[config.mk]
export PLATFORM = sky130hd
export DESIGN_NAME = pipe_hazard_ctrl
export DESIGN_NICKNAME = d
export VERILOG_FILES = /design/src/rtl/pipe_hazard_ctrl_pkg.sv /design/src/rtl/pipe_hazard_ctrl_hazard_detect.sv /design/src/rtl/pipe_hazard_ctrl.sv
export SDC_FILE = /design/constraint.sdc
export NUM_CORES = 1
export LEC_CHECK = 0
export BUFFER_PORTS_ARGS = -buffer_cell sky130_fd_sc_hd__buf_4
export CAP_MARGIN = 20
export CORE_ASPECT_RATIO = 0.6
export CORE_MARGIN = 2
export CORE_UTILIZATION = 30
export CTS_BUF_LIST = sky130_fd_sc_hd__clkbuf_4 sky130_fd_sc_hd__clkbuf_8 sky130_fd_sc_hd__clkbuf_16
export CTS_CLUSTER_SIZE = 40
export DETAILED_ROUTE_END_ITERATION = 10
export PLACE_DENSITY = 0.55
export SLEW_MARGIN = 10
export SYNTH_ARGS = -nofsm -noshare
export SYNTH_HDL_FRONTEND = slang
export SYNTH_SLANG_ARGS = --single-unit
[constraint.sdc]
create_clock -name clk -period 2.6 [get_ports clk]
set_input_delay 0.52 -clock clk [delete_from_list [all_inputs] [get_ports clk]]
set_output_delay 0.52 -clock clk [all_outputs]
set_load 0.05 [all_outputs]
[src/rtl/pipe_hazard_ctrl_pkg.sv]
// Shared definitions for the pipeline hazard controller: FSM state codes,
// EX operand forward selects, the hard-wired zero register and match helpers.
package pipe_hazard_ctrl_pkg;

  typedef logic [1:0] state_t;

  localparam state_t ST_RUN      = 2'd0;
  localparam state_t ST_MEM_WAIT = 2'd1;
  localparam state_t ST_MEM_ERR  = 2'd2;

  localparam logic [1:0] FWD_RF  = 2'b00;
  localparam logic [1:0] FWD_MEM = 2'b01;
  localparam logic [1:0] FWD_WB  = 2'b10;

  localparam logic [4:0] REG_ZERO = 5'd0;

  // Register 0 is constant, so it can never be the subject of a RAW dependency.
  function automatic logic src_hit(input logic [4:0] src, input logic used,
                                   input logic [4:0] dst, input logic wr);
    return used && wr && (src == dst) && (src != REG_ZERO);
  endfunction

  // The younger producer (MEM) holds the newer value, so it wins over WB.
  function automatic logic [1:0] fwd_pick(input logic [4:0] src,
                                          input logic [4:0] mem_dst, input logic mem_wr,
                                          input logic [4:0] wb_dst, input logic wb_wr);
    if (src_hit(src, 1'b1, mem_dst, mem_wr)) return FWD_MEM;
    if (src_hit(src, 1'b1, wb_dst, wb_wr)) return FWD_WB;
    return FWD_RF;
  endfunction

endpackage

[src/rtl/pipe_hazard_ctrl_hazard_detect.sv]
// Combinational RAW match and operand-forward selection for the ID instruction.
// PIPE_FORWARD_EN selects forwarding (only loads stall); otherwise every writer stalls.
module hazard_detect
  import pipe_hazard_ctrl_pkg::*;
(
  input  logic [4:0] id_rs,
  input  logic [4:0] id_rt,
  input  logic       id_use_rs,
  input  logic       id_use_rt,
  input  logic [4:0] ex_regaddr,
  input  logic       ex_regwrite,
  input  logic       ex_memread,
  input  logic [4:0] mem_regaddr,
  input  logic       mem_regwrite,
  input  logic [4:0] wb_regaddr,
  input  logic       wb_regwrite,
  output logic       hazard,
  output logic [1:0] fwd_a,
  output logic [1:0] fwd_b
);

  logic ex_hit;
  logic mem_hit;
  logic wb_hit;

`ifdef PIPE_FORWARD_EN
  assign ex_hit  = src_hit(id_rs, id_use_rs, ex_regaddr, ex_memread) ||
                   src_hit(id_rt, id_use_rt, ex_regaddr, ex_memread);
  assign mem_hit = 1'b0;
  assign wb_hit  = 1'b0;
  assign fwd_a   = fwd_pick(id_rs, mem_regaddr, mem_regwrite, wb_regaddr, wb_regwrite);
  assign fwd_b   = fwd_pick(id_rt, mem_regaddr, mem_regwrite, wb_regaddr, wb_regwrite);
`else
  // A load in EX writes its destination too, even if regwrite is not flagged.
  logic ex_wr;
  assign ex_wr   = ex_regwrite || ex_memread;
  assign ex_hit  = src_hit(id_rs, id_use_rs, ex_regaddr, ex_wr) ||
                   src_hit(id_rt, id_use_rt, ex_regaddr, ex_wr);
  assign mem_hit = src_hit(id_rs, id_use_rs, mem_regaddr, mem_regwrite) ||
                   src_hit(id_rt, id_use_rt, mem_regaddr, mem_regwrite);
  assign wb_hit  = src_hit(id_rs, id_use_rs, wb_regaddr, wb_regwrite) ||
                   src_hit(id_rt, id_use_rt, wb_regaddr, wb_regwrite);
  assign fwd_a   = FWD_RF;
  assign fwd_b   = FWD_RF;
`endif

  assign hazard = ex_hit || mem_hit || wb_hit;

endmodule

[src/rtl/pipe_hazard_ctrl.sv]
// Pipeline hazard controller: dmem wait/timeout FSM, branch flush, RAW stall, stall counter.
// Optional operand forwarding is enabled by defining PIPE_FORWARD_EN.
module pipe_hazard_ctrl
  import pipe_hazard_ctrl_pkg::*;
#(
  parameter int TIMEOUT_CYCLES = 16,
  parameter int CNT_W          = 32
) (
  input  logic             clk,
  input  logic             reset,
  input  logic [4:0]       id_rs,
  input  logic [4:0]       id_rt,
  input  logic             id_use_rs,
  input  logic             id_use_rt,
  input  logic [4:0]       ex_regaddr,
  input  logic             ex_regwrite,
  input  logic             ex_memread,
  input  logic [4:0]       mem_regaddr,
  input  logic             mem_regwrite,
  input  logic [4:0]       wb_regaddr,
  input  logic             wb_regwrite,
  input  logic             ex_branch_taken,
  input  logic             dmem_req,
  input  logic             dmem_ready,
  output logic             pc_we,
  output logic             if2id_we,
  output logic             id2ex_we,
  output logic             ex2mem_we,
  output logic             if2id_flush,
  output logic             id2ex_flush,
  output logic             mem2wb_flush,
  output logic [1:0]       fwd_a,
  output logic [1:0]       fwd_b,
  output logic             mem_timeout,
  output logic [CNT_W-1:0] stall_cnt
);

  localparam int WAIT_W = $clog2(TIMEOUT_CYCLES) + 1;
  // The RUN cycle that starts a wait is the first not-ready cycle, so the
  // counter only has to cover the remaining TIMEOUT_CYCLES-1 inside MEM_WAIT.
  localparam logic [WAIT_W-1:0] WAIT_LAST = WAIT_W'(TIMEOUT_CYCLES - 2);

  state_t            state;
  state_t            state_nxt;
  logic [WAIT_W-1:0] wait_cnt;
  logic              hazard;
  logic              frozen;
  logic              branch;
  logic              stall;

  hazard_detect u_hazard_detect (
    .id_rs        (id_rs),
    .id_rt        (id_rt),
    .id_use_rs    (id_use_rs),
    .id_use_rt    (id_use_rt),
    .ex_regaddr   (ex_regaddr),
    .ex_regwrite  (ex_regwrite),
    .ex_memread   (ex_memread),
    .mem_regaddr  (mem_regaddr),
    .mem_regwrite (mem_regwrite),
    .wb_regaddr   (wb_regaddr),
    .wb_regwrite  (wb_regwrite),
    .hazard       (hazard),
    .fwd_a        (fwd_a),
    .fwd_b        (fwd_b)
  );

  always_comb begin
    frozen    = 1'b0;
    state_nxt = state;
    case (state)
      ST_RUN: begin
        frozen = dmem_req && !dmem_ready;
        if (frozen) state_nxt = ST_MEM_WAIT;
      end
      ST_MEM_WAIT: begin
        frozen = !dmem_ready;
        if (dmem_ready)                  state_nxt = ST_RUN;
        else if (wait_cnt == WAIT_LAST)  state_nxt = ST_MEM_ERR;
      end
      default: begin
        frozen    = 1'b1;
        state_nxt = ST_MEM_ERR;
      end
    endcase
  end

  // A frozen MEM stage outranks everything; a taken branch outranks a RAW stall.
  assign branch       = !frozen && ex_branch_taken;
  assign stall        = !frozen && !ex_branch_taken && hazard;
  assign pc_we        = !frozen && !stall;
  assign if2id_we     = !frozen && !stall;
  assign id2ex_we     = !frozen;
  assign ex2mem_we    = !frozen;
  assign if2id_flush  = branch;
  assign id2ex_flush  = branch || stall;
  assign mem2wb_flush = frozen;

  always_ff @(posedge clk or posedge reset) begin
    if (reset) begin
      state       <= ST_RUN;
      wait_cnt    <= '0;
      mem_timeout <= 1'b0;
      stall_cnt   <= '0;
    end else begin
      state       <= state_nxt;
      wait_cnt    <= (state == ST_MEM_WAIT && !dmem_ready) ? wait_cnt + 1'b1 : '0;
      mem_timeout <= mem_timeout || (state_nxt == ST_MEM_ERR);
      if (!pc_we && (stall_cnt != '1)) stall_cnt <= stall_cnt + 1'b1;
    end
  end

endmodule

Word-level counts from Yosys, hierarchy flattened
Index checks and enable logic that the tools add are counted.

Word-level logic and storage cells: 63. Bits of input ports: 36. Register bits after elaboration: 40.

Muxes and demuxes: 6. Add/sub/neg operators: 2. Eq/ne operators: 10. Reduce and logical (&&, ||, !) cells: 41.

Operators with widths (count): $add A32 B1 Y32 const B (1); $ne A32 B32 Y1 const B (1); $eq A5 B5 Y1 (6); $logic_and A1 B1 Y1 (25); $reduce_bool A5 Y1 (2); $logic_or A1 B1 Y1 (8); $mux W2 (3); $add A5 B1 Y5 const B (1); $eq A5 B4 Y1 const B (1); $logic_not A1 Y1 (5); $mux W5 (1); $pmux W2 S2 (1); $eq A2 B1 Y1 const B (1); $eq A2 B2 Y1 const B (1); $logic_not A2 Y1 (1); $pmux W1 S2 (1).

Depth between registers and ports, before layout
Word-level depth: 12. Depth in mapped cells: 9. Depth with buffers taken out: 8.

Cells and area by module
Synthesis repeated with hierarchy kept, for this count alone.

Cell total of the unflattened synthesis: 232. Area total of the unflattened synthesis: 2392.3 um2.

By module, submodules not included: pipe_hazard_ctrl (cells each 178, area an instance 1979.4 um2, sequential area each 1001.0 um2, instances 1); hazard_detect (cells each 54, area an instance 412.9 um2, sequential area each 0.0 um2, instances 1).

Worst setup path before layout
Ideal clock, no wire load.

Path type: input-to-output. Start point: input dmem_req. End point: output pc_we. Setup slack: -1.043 ns. Data required time: 2.080 ns. Arrival: 3.123 ns. Stages on the path: 6. Buffers on the path: 1. Cells stage by stage: nor2_1 > nor2_1 > nor2_1 > inv_1 > nor2_1 > buf_4.

Cells in the longest elaborated chain, start to end: 7.

RTL lines: from (decl) (line pipe_hazard_ctrl.sv:23) `input logic dmem_req,`; $logic_and A1 B1 Y1 (*) (line pipe_hazard_ctrl.sv:73) `frozen = dmem_req && !dmem_ready;`; $pmux W1 S2 (*) (line pipe_hazard_ctrl.sv:71) `case (state)`; $logic_not A1 Y1 (*); named net ex2mem_we (line pipe_hazard_ctrl.sv:28) `output logic ex2mem_we,`; $logic_and A1 B1 Y1 (2 in series) (line pipe_hazard_ctrl.sv:90) `assign stall = !frozen && !ex_branch_taken && hazard;`; $logic_not A1 Y1 (line pipe_hazard_ctrl.sv:91) `assign pc_we = !frozen && !stall;`; $logic_and A1 B1 Y1 (*) (line pipe_hazard_ctrl.sv:91); to (decl) (line pipe_hazard_ctrl.sv:25) `output logic pc_we,`.

The timed path passes the listed nets; every way through them passes the cells marked *.

Final worst setup path
Start point: input ex_regaddr[0]. End point: output id2ex_flush.

Cells in the longest elaborated chain, start to end: 8.

RTL lines: from (decl) (line pipe_hazard_ctrl.sv:15) `input logic [4:0] ex_regaddr,`; $eq A5 B5 Y1 (line pipe_hazard_ctrl_pkg.sv:20) `return used && wr && (src == dst) && (src != REG_ZERO);`; $logic_and A1 B1 Y1 (2 in series) (line pipe_hazard_ctrl_pkg.sv:20); $logic_or A1 B1 Y1 (*) (line pipe_hazard_ctrl_hazard_detect.sv:37) `assign ex_hit = src_hit(id_rs, id_use_rs, ex_regaddr, ex_wr) ||`; $logic_or A1 B1 Y1 (*) (2 in series) (line pipe_hazard_ctrl_hazard_detect.sv:47) `assign hazard = ex_hit || mem_hit || wb_hit;`; $logic_and A1 B1 Y1 (*) (line pipe_hazard_ctrl.sv:90); $logic_or A1 B1 Y1 (*) (line pipe_hazard_ctrl.sv:96) `assign id2ex_flush = branch || stall;`; to (decl) (line pipe_hazard_ctrl.sv:30) `output logic id2ex_flush,`.

Mark *: on every way between the ends. The rest lies on a longest branch, timed or not.

==> flow_summary.json <==
{
  "min_period_over_period_pct": 98.2,
  "worstPathRequired_ns": 2.08,
  "antenna_cells": 0,
  "gr-usage-met2_pct": 19.7,
  "cpPeakStageDelay_ns": 0.40,
  "min_path_type": "primary input to async pin",
  "critPathBufInv": 3,
  "clk_pin_slew_ns": 0.06,
  "drc": 0,
  "powerDensity_nw_per_um2": 605,
  "synth.largest_area_cell": "dfrtp_1",
  "cp-start-kind": "primary input",
  "htreeDepth": 2,
  "clock_skew_ns": 0.00358,
  "ys_warn_count": 0,
  "layout-drive-gt1-share_pct": 37.6,
  "drtPass1Iterations": 4,
  "drv_cap": 0,
  "fin_crit_ns": 2.55,
  "numCtsBuffers": 5,
  "outcome": "finished, final reports clean",
  "gr-usage-met3_pct": 4.60,
  "synth-edff-count": 0,
  "rows": 25,
  "leakagePower_uw": 0.00164,
  "drt_iter0_drc": 166,
  "syn_to_final_growth_pct": 37.6,
  "synth.distinct_cells": 42,
  "timing.fmax_mhz": 392,
  "grt_pass1_vias": 1973,
  "antenna_found_initial": 0,
  "final-hold-violation-count": 0,
  "ys_seq_area_share_pct": 40.4,
  "utilization_pct": 42.9,
  "finalSetupViolations": 0,
  "path_cells": "buf_4 -> xnor2_2 -> nand4_1 -> or3_1 -> a31o_1 -> buf_4 -> a31oi_2 -> buf_6",
  "synth_top_cells_by_count": "xor2_1, dfrtp_1, nor2_1",
  "critPathCaptureType": "primary output",
  "top_usage_layer": "met1",
  "avgSynthCellArea_um2": 9.99,
  "synth.most_common_cell": "xor2_1",
  "synthArstFlopShare_pct": 100,
  "clk_path_buf_depth": 2,
  "cp_max_fo": 2,
  "critPathSlowestCell": "or3_1",
  "ant_nets": 0,
  "synth_top_area_share_pct": 40.4,
  "grtUsageTotal_pct": 15.3,
  "post_drt_wl_per_cell_um": 14.5,
  "syn_inst": 248,
  "fp.dieArea_um2": 9030,
  "port_buffers": 75,
  "final_cells": 443,
  "hpwl_um": 5100,
  "final_nets": 373,
  "peakVddDrop_mv": 0.519,
  "cp.arrival_ns": 2.03,
  "start_util_pct": 31.2,
  "postCtsHoldBufs": 0,
  "vias_per_cell": 4.66,
  "slew_violations": 0,
  "cts_root_buf": "clkbuf_16",
  "globalplace.congestion": 0.984,
  "relSlewSlack_pct": 66.1,
  "die_y_um": 74.4,
  "synth_area_um2": 2480,
  "vias": 2064,
  "coreArea_um2": 7950,
  "cts.sinks": 40,
  "grt_pass1_wl_um": 10600,
  "use_met1_pct": 24.4,
  "place_area_um2": 3220,
  "rsz0062_at_grt": "yes",
  "crit_type": "primary input to primary output",
  "worst_slew_pin_slew_ns": 0.508,
  "path_delay_family": "simple AND/OR/NAND/NOR gates",
  "crit_top_cell": "buf_4",
  "design_area_um2": 3410,
  "synth_area_leaders": "dfrtp_1, xor2_1, xnor2_1, nor2_1, nand3_1",
  "worstSkewPairLatency_ns": 0.28,
  "synth_flop_cell": "dfrtp_1",
  "grt_max_degree": 41,
  "dp_cells": 434,
  "ioPinCount": 80,
  "ys_ff_latch": 40,
  "drt-total-wl_um": 6410,
  "fp.dieW_um": 121,
  "cts_tree": "yes",
  "gr-total-overflow": 0
}
==> state kept, by name (all words and copies together) (netlist names) <==
signal / count
state: 2
wait_cnt: 5
stall_cnt: 32
mem_timeout: 1
==> per-layer routing <==
layer,wire length [um],vias to the layer above
li1,-,1006
met1,3450,985
met2,2470,65
met3,438,8
met4,52,0
met5,0,-
==> tightest hold or removal path: cells and delay by family <==
family | cells | cell delay [ns]
buffers and inverters | 3 | 0.57
==> metrics by stage <==
stage                     hold slack (ns)  TNS, ns  setup WS [ns]  power, uW
after floorplan                     0.454   -0.122        -0.0655       1160
after global placement              0.459   -0.953         -0.139       1370
after detailed placement            0.476   -0.461        -0.0870       1370
after CTS                           0.392        0         0.0146       2080
after global routing                0.431  -0.0375        -0.0375       2160
final                               0.360        0         0.0469       2060
==> placed cells by master (no fill, tap or decap), types with 5 or more instances in the layout <==
cell        n
xnor2_1    19
nor3_1      9
xor2_1     42
nand3_1    19
nor2_1     27
nor4_1      5
nand2_1    15
dfrtp_1    40
nor3_2      7
clkbuf_16   5
buf_4      82
inv_1      10
==> final timing paths <==
check / startpoint / end / slack (ns) / cells past startpoint
worst max register to register: stall_cnt[20] / stall_cnt[3] / 0.35 / 10
min in group clk: dmem_ready / state[1] / 0.47 / 2
worst max-delay path: ex_regaddr[0] / id2ex_flush / 0.05 / 8
max in group asynchronous: reset / stall_cnt[28] / 1.88 / 3
worst min register to register: mem_timeout / mem_timeout / 0.48 / 1
worst min-delay path: reset / stall_cnt[11] / 0.36 / 3
==> where the power goes <==
| part | internal, uW | leakage [uW] | switching, uW | total, uW |
|---|---|---|---|---|
| Sequential | 678 | 0.000507 | 80.9 | 759 |
| Combinational | 221 | 0.00105 | 384 | 605 |
| Clock | 461 | 0.0000843 | 236 | 697 |
==> cell type report <==
class,instances,area (um2)
sequential,40,1000
clock inverter,2,35.0
inverter,11,45.0
timing repair buffer,84,647
fill,795,4540
multi-input combinational,192,1410
tap,108,135
clock buffer,6,133
==> timing repair <==
item                                    CTS  global route
endpoints found under the setup margin    2             3
resized for setup                         1             2
pin swaps                                 0             2
setup buffers                             0             1
==> kinds of logic (layout without fill, tap and decap cells) <==
group,count (synthesis),after routing,share of synthesized area (%)
AND/OR/NAND/NOR,111,111,25.8
XOR/XNOR,62,62,21.9
flip-flops,40,40,40.4
buffers and inverters,19,103,4.54
AO/OA/AOI/OAI,9,9,4.14
adder cells (fa/ha/maj),3,3,1.51
multiplexers,3,3,1.51
other,1,4,0.151
(Power assumes the default switching activity.)
